### src/rtl/fft_sq_mag_collector.sv
// fft_sq_mag_collector
// Takes the unloaded FFT output stream, forms |X[k]|^2 = re^2 + im^2 per bin
// through a fixed two-stage pipeline, writes it to the bin memory, and tracks
// the peak bin of each frame.
//
// Ports
//   clock        system clock, rising edge
//   reset        synchronous, active-high
//   dv_fft_core  FFT output sample valid
//   xk_index     bin index of the current sample
//   xk_re/xk_im  signed real / imaginary parts
//   we_out       bin memory write enable (2 cycles after the accepted sample)
//   addr_out     bin memory write address
//   sq_mag_out   unsigned squared magnitude
//   busy         high from first accepted bin until frame_done
//   frame_done   one-cycle pulse, frame written, peak outputs valid
//   peak_val     largest sq_mag of the last completed frame
//   peak_idx     bin index of peak_val
//   err_index    sticky index/overrun error, cleared only by reset
//
// state    | meaning
// ST_IDLE  | waiting for a sample carrying bin 0
// ST_RUN   | accepting bins, checking index continuity
// ST_FLUSH | last bin accepted, draining the pipeline
// ST_DONE  | frame_done pulse, peak published, running peak cleared

module fft_sq_mag_collector #(
   parameter int DATA_W = 16,
   parameter int N_LOG2 = 10,
   parameter int OUT_W  = 32
) (
   input  logic                     clock,
   input  logic                     reset,
   input  logic                     dv_fft_core,
   input  logic [N_LOG2-1:0]        xk_index,
   input  logic signed [DATA_W-1:0] xk_re,
   input  logic signed [DATA_W-1:0] xk_im,
   output logic                     we_out,
   output logic [N_LOG2-1:0]        addr_out,
   output logic [OUT_W-1:0]         sq_mag_out,
   output logic                     busy,
   output logic                     frame_done,
   output logic [OUT_W-1:0]         peak_val,
   output logic [N_LOG2-1:0]        peak_idx,
   output logic                     err_index
);

   typedef enum logic [1:0] {ST_IDLE, ST_RUN, ST_FLUSH, ST_DONE} state_t;

   localparam logic [N_LOG2-1:0] LAST_IDX = '1;

   state_t state, state_nxt;
   logic   accept, err_set, peak_load;

   logic [N_LOG2-1:0] exp_idx;

   logic                    s1_vld;
   logic [N_LOG2-1:0]       s1_idx;
   logic [OUT_W-1:0]        s1_re_sq, s1_im_sq;

   logic                    run_vld;
   logic [OUT_W-1:0]        run_val;
   logic [N_LOG2-1:0]       run_idx;

   // Operands are sign-extended to OUT_W so each product is exact; the
   // square of the most negative input is 2^(2*DATA_W-2) and stays positive.
   logic signed [OUT_W-1:0] re_ext, im_ext, re_sq, im_sq;

   assign re_ext = {{(OUT_W-DATA_W){xk_re[DATA_W-1]}}, xk_re};
   assign im_ext = {{(OUT_W-DATA_W){xk_im[DATA_W-1]}}, xk_im};
   assign re_sq  = re_ext * re_ext;
   assign im_sq  = im_ext * im_ext;

   // Strict > keeps the earlier bin on ties; the first write of a frame always loads.
   logic               s2_beats;
   logic [OUT_W-1:0]   merged_val;
   logic [N_LOG2-1:0]  merged_idx;

   assign s2_beats   = we_out && (!run_vld || (sq_mag_out > run_val));
   assign merged_val = s2_beats ? sq_mag_out : run_val;
   assign merged_idx = s2_beats ? addr_out   : run_idx;

   assign busy       = (state == ST_RUN) || (state == ST_FLUSH);
   assign frame_done = (state == ST_DONE);

   always_comb begin
      state_nxt = state;
      accept    = 1'b0;
      err_set   = 1'b0;
      peak_load = 1'b0;
      case (state)
         ST_IDLE: begin
            if (dv_fft_core) begin
               if (xk_index == '0) begin
                  accept    = 1'b1;
                  state_nxt = ST_RUN;
               end else begin
                  err_set = 1'b1;
               end
            end
         end
         ST_RUN: begin
            if (dv_fft_core) begin
               accept = 1'b1;
               if (xk_index != exp_idx) err_set = 1'b1;
               if (xk_index == LAST_IDX) state_nxt = ST_FLUSH;
            end
         end
         ST_FLUSH: begin
            if (dv_fft_core) err_set = 1'b1;
            // S1 empty now means the last bin is on the write port this
            // cycle; fold it into the published peak on the way to DONE.
            if (!s1_vld) begin
               state_nxt = ST_DONE;
               peak_load = 1'b1;
            end
         end
         ST_DONE: begin
            if (dv_fft_core) err_set = 1'b1;
            state_nxt = ST_IDLE;
         end
         default: state_nxt = ST_IDLE;
      endcase
   end

   always_ff @(posedge clock) begin
      if (reset) begin
         state     <= ST_IDLE;
         exp_idx   <= '0;
         err_index <= 1'b0;
      end else begin
         state     <= state_nxt;
         err_index <= err_index | err_set;
         if (accept) exp_idx <= xk_index + N_LOG2'(1);
      end
   end

   always_ff @(posedge clock) begin
      if (reset) begin
         s1_vld     <= 1'b0;
         s1_idx     <= '0;
         s1_re_sq   <= '0;
         s1_im_sq   <= '0;
         we_out     <= 1'b0;
         addr_out   <= '0;
         sq_mag_out <= '0;
      end else begin
         s1_vld <= accept;
         if (accept) begin
            s1_idx   <= xk_index;
            s1_re_sq <= re_sq;
            s1_im_sq <= im_sq;
         end
         we_out <= s1_vld;
         if (s1_vld) begin
            addr_out   <= s1_idx;
            sq_mag_out <= s1_re_sq + s1_im_sq;
         end
      end
   end

   always_ff @(posedge clock) begin
      if (reset) begin
         run_vld  <= 1'b0;
         run_val  <= '0;
         run_idx  <= '0;
         peak_val <= '0;
         peak_idx <= '0;
      end else begin
         if (state == ST_DONE) begin
            run_vld <= 1'b0;
            run_val <= '0;
            run_idx <= '0;
         end else if (s2_beats) begin
            run_vld <= 1'b1;
            run_val <= sq_mag_out;
            run_idx <= addr_out;
         end
         if (peak_load) begin
            peak_val <= merged_val;
            peak_idx <= merged_idx;
         end
      end
   end

endmodule

### config.mk
export PLATFORM = sky130hd
export DESIGN_NAME = fft_sq_mag_collector
export DESIGN_NICKNAME = d
export VERILOG_FILES = /design/src/rtl/fft_sq_mag_collector.sv
export SDC_FILE = /design/constraint.sdc
export NUM_CORES = 2
export LEC_CHECK = 0
export ABC_CLOCK_PERIOD_IN_PS = 7400
export CORE_ASPECT_RATIO = 1.5
export CORE_MARGIN = 3
export CORE_UTILIZATION = 40
export CTS_CLUSTER_SIZE = 28
export DETAILED_ROUTE_END_ITERATION = 7
export DONT_BUFFER_PORTS = 1
export HOLD_SLACK_MARGIN = 0.15
export PLACE_DENSITY = 0.56
export RECOVER_POWER = 25
export SLEW_MARGIN = 20
export SYNTH_ARGS = -nofsm -noshare
export SYNTH_HDL_FRONTEND = slang
export SYNTH_SLANG_ARGS = --single-unit
### constraint.sdc
create_clock -name clock -period 7.4 [get_ports clock]
set_clock_uncertainty 0.2 [all_clocks]
set_input_delay 0.74 -clock clock [delete_from_list [all_inputs] [get_ports clock]]
set_output_delay 0.74 -clock clock [all_outputs]
set_load 0.03 [all_outputs]
==> results.sh <==
export IMPL_status="finished, violations left"
export IMPL_violations="capacitance limit, slew limit"
export IMPL_numCtsBuffers=22
export IMPL_synth_area_leaders="fa_1, dfxtp_1, ha_1"
export IMPL_post_route_min_period_ns=6.524
export IMPL_n_antenna_cell=0
export IMPL_dpl_cell_count=3907
export IMPL_routed_via_density=5.133
export IMPL_die_y_um=329.0
export IMPL_postCtsSetupRepairBufs=0
export IMPL_final_cells=3951
export IMPL_timing_setup_tns_ns=0
export IMPL_cts_sinks=214
export IMPL_slew_headroom_pct=-91.96
export IMPL_synthToLayoutAreaGrowth_pct=5.672
export IMPL_synth_area_leader_cell="fa_1"
export IMPL_required_ns=7.62
export IMPL_path_max_fanout=14
export IMPL_dpl_cell_area_um2=28550
export IMPL_grt_pass1_vias=22100
export IMPL_grt_max_degree=98
export IMPL_cap_viol_max_count=1
export IMPL_port_buffers=0
export IMPL_timing_rr_start="s1_vld$_SDFF_PP0_"
export IMPL_synth_area_um2=27820
export IMPL_netlist_area_leader_share_pct=34.04
export IMPL_final_cell_area_um2=29390
export IMPL_root_buffer="clkbuf_16"
export IMPL_worstHoldStart="xk_index[9]"
export IMPL_rsz0062_at_grt="no"
export IMPL_final_nets=3805
export IMPL_die_area_um2=72800
export IMPL_hold_violations=0
export IMPL_dr_total_vias=20280
export IMPL_post_cts_resized=0
export IMPL_layout_commonest_cell="inv_1"
export IMPL_dr_pass1_iters=7
export IMPL_grt_first_pass_wirelength_um=115600
export IMPL_rows=117
export IMPL_htree_levels=1
export IMPL_hold_class="input pin to flop"
export IMPL_final_cell_mix="inv_1, fa_1, nand2_1"
export IMPL_start_util_pct=40.69
export IMPL_setup_viol=0
export IMPL_crit_start="xk_re[2]"
export IMPL_drc_errors=0
export IMPL_cp_end_kind="flop"
export IMPL_crit_arrival_ns=6.75
export IMPL_insertion_delay_ns=0.53
export IMPL_path_class="input pin to flop"
export IMPL_wl_um=70250
export IMPL_synth_edf_count=0
export IMPL_gr_total_overflow=0
export IMPL_avgSynthCellArea_um2=8.921
export IMPL_synth_seq_area_share_pct=15.40
export IMPL_drtIter0Drc=1088
export IMPL_cp_start_kind="input pin"
export IMPL_wl_per_cell_um=17.78
export IMPL_clk_pin_slew_worst_paths_ns=0.07
export IMPL_clockBufferDepth=3
export IMPL_globalRouteTotalUtil_pct=19.50
export IMPL_yosys_warnings=0
export IMPL_ys_async_sr_fraction_pct=0
export IMPL_syn_inst=3118
export IMPL_tritoncts="done"
export IMPL_io_pins=133
export IMPL_dieWidth_um=221.3
export IMPL_max_freq_ghz=0.1533
export IMPL_final_period_utilization_pct=88.16
export IMPL_gp_congestion=0.8960
export IMPL_drive_gt1_share_pct=2.419
export IMPL_ys_ff_latch=214
export IMPL_antenna_left=0
export IMPL_synth_cell_types=78
export IMPL_slew_viol_final=44
export IMPL_core_um2=68360
export IMPL_ctsHoldBuffers=5
export IMPL_ys_flop_type="dfxtp_1"
export IMPL_antenna_found_initial=0
export IMPL_worstMarginPinSlew_ns=2.879
export IMPL_dp_hpwl_um=57440
path summary, 6_finish.rpt:
path / end / slack, ns / depth (start not counted)
worst min-delay path: s1_idx[9]$_SDFFE_PP0P_ / 0.17 / 2
worst min register to register: s1_idx[7]$_SDFFE_PP0P_ / 0.25 / 2
worst max register to register: sq_mag_out[21]$_SDFFE_PP0P_ / 2.76 / 4
worst max-delay path: s1_re_sq[27]$_SDFFE_PP0P_ / 0.88 / 17
sequential cells by signal, summed over array words and instances, names as in the netlist:
name / cells
s1_idx: 10
err_index: 1
peak_idx: 10
state: 2
exp_idx: 10
addr_out: 10
run_idx: 10
we_out: 1
run_val: 32
s1_im_sq: 31
run_vld: 1
s1_re_sq: 31
s1_vld: 1
sq_mag_out: 32
peak_val: 32
cell usage after synthesis (5+ instances only):
library cell,n
o21ai_1,5
o31ai_1,6
nand3_1,49
nand2b_1,11
nor4_1,5
fa_1,473
a21o_1,40
nor3_1,31
clkbuf_1,98
dfxtp_1,214
and3_1,14
o21ai_0,96
o211a_1,5
nand3b_1,8
nand4_1,13
ha_1,243
o21bai_1,11
nand2_1,281
nor2_1,195
xor2_1,31
xnor2_1,63
o21a_1,21
nor4b_1,6
and4_1,7
inv_1,698
mux2i_1,71
or2_2,5
a211oi_1,25
a21oi_1,164
or3_1,11
nor2b_1,15
o211ai_1,13
and2_1,81
buf_1,8
a31oi_1,19
a31o_2,8
critical path: stages:
cell	delay [ns]
inv_1	0.18
nor2_1	0.13
fa_1	0.69
inv_1	0.11
fa_1	0.57
fa_1	0.45
fa_1	0.58
fa_1	0.43
fa_1	0.49
inv_1	0.04
ha_1	0.35
a21oi_1	0.18
o21ai_0	0.15
a2111oi_0	0.68
a31oi_1	0.31
a311o_1	0.42
a32o_1	0.26
final cells by class:
type | count | area, um2
clock buffers | 24 | 568.0
flip-flops and latches | 214 | 4284
inverters | 700 | 2628
repair buffers | 13 | 123.9
clock inverters | 15 | 214.0
fillers | 6768 | 38970
multi-input cells | 2093 | 20460
well taps | 892 | 1116
kinds of logic (layout without fill, tap and decap cells):
group / count (synthesis) / after routing / share of synthesized area, %
AND/OR/NAND/NOR: 741 / 741 / 12.24
adder cells (fa/ha/maj): 716 / 716 / 44.97
buffers and inverters: 812 / 752 / 11.13
AO/OA/AOI/OAI: 468 / 468 / 10.68
other: 1 / 2 / 0.01348
XOR/XNOR: 94 / 94 / 2.960
multiplexers: 72 / 72 / 2.595
flip-flops: 214 / 214 / 15.40
per-stage QoR:
step | setup slack (ns) | utilization, % | hold slack (ns)
global placement | 0.4712 | 41.76 | 0.2386
finish | 0.8763 | 42.99 | 0.1687
detailed placement | 0.3753 | 41.76 | 0.2406
CTS | 0.8985 | 43.00 | 0.1509
global route | 0.5033 | 42.99 | 0.1549
floorplan | 0.5619 | - | 0.2315
layer usage:
layer | vias to the layer above | global-route usage, % | wire (um)
met5 | - | 0 | 0
met4 | 0 | 7.746 | 3033
met3 | 114 | 2.300 | 2907
met2 | 429 | 36.74 | 37190
met1 | 10110 | 22.46 | 27120
li1 | 9629 | - | -
Power is left out: the tool's default activity adds up to more than one toggle a clock period on the data nets, which glitch-free logic cannot reach.
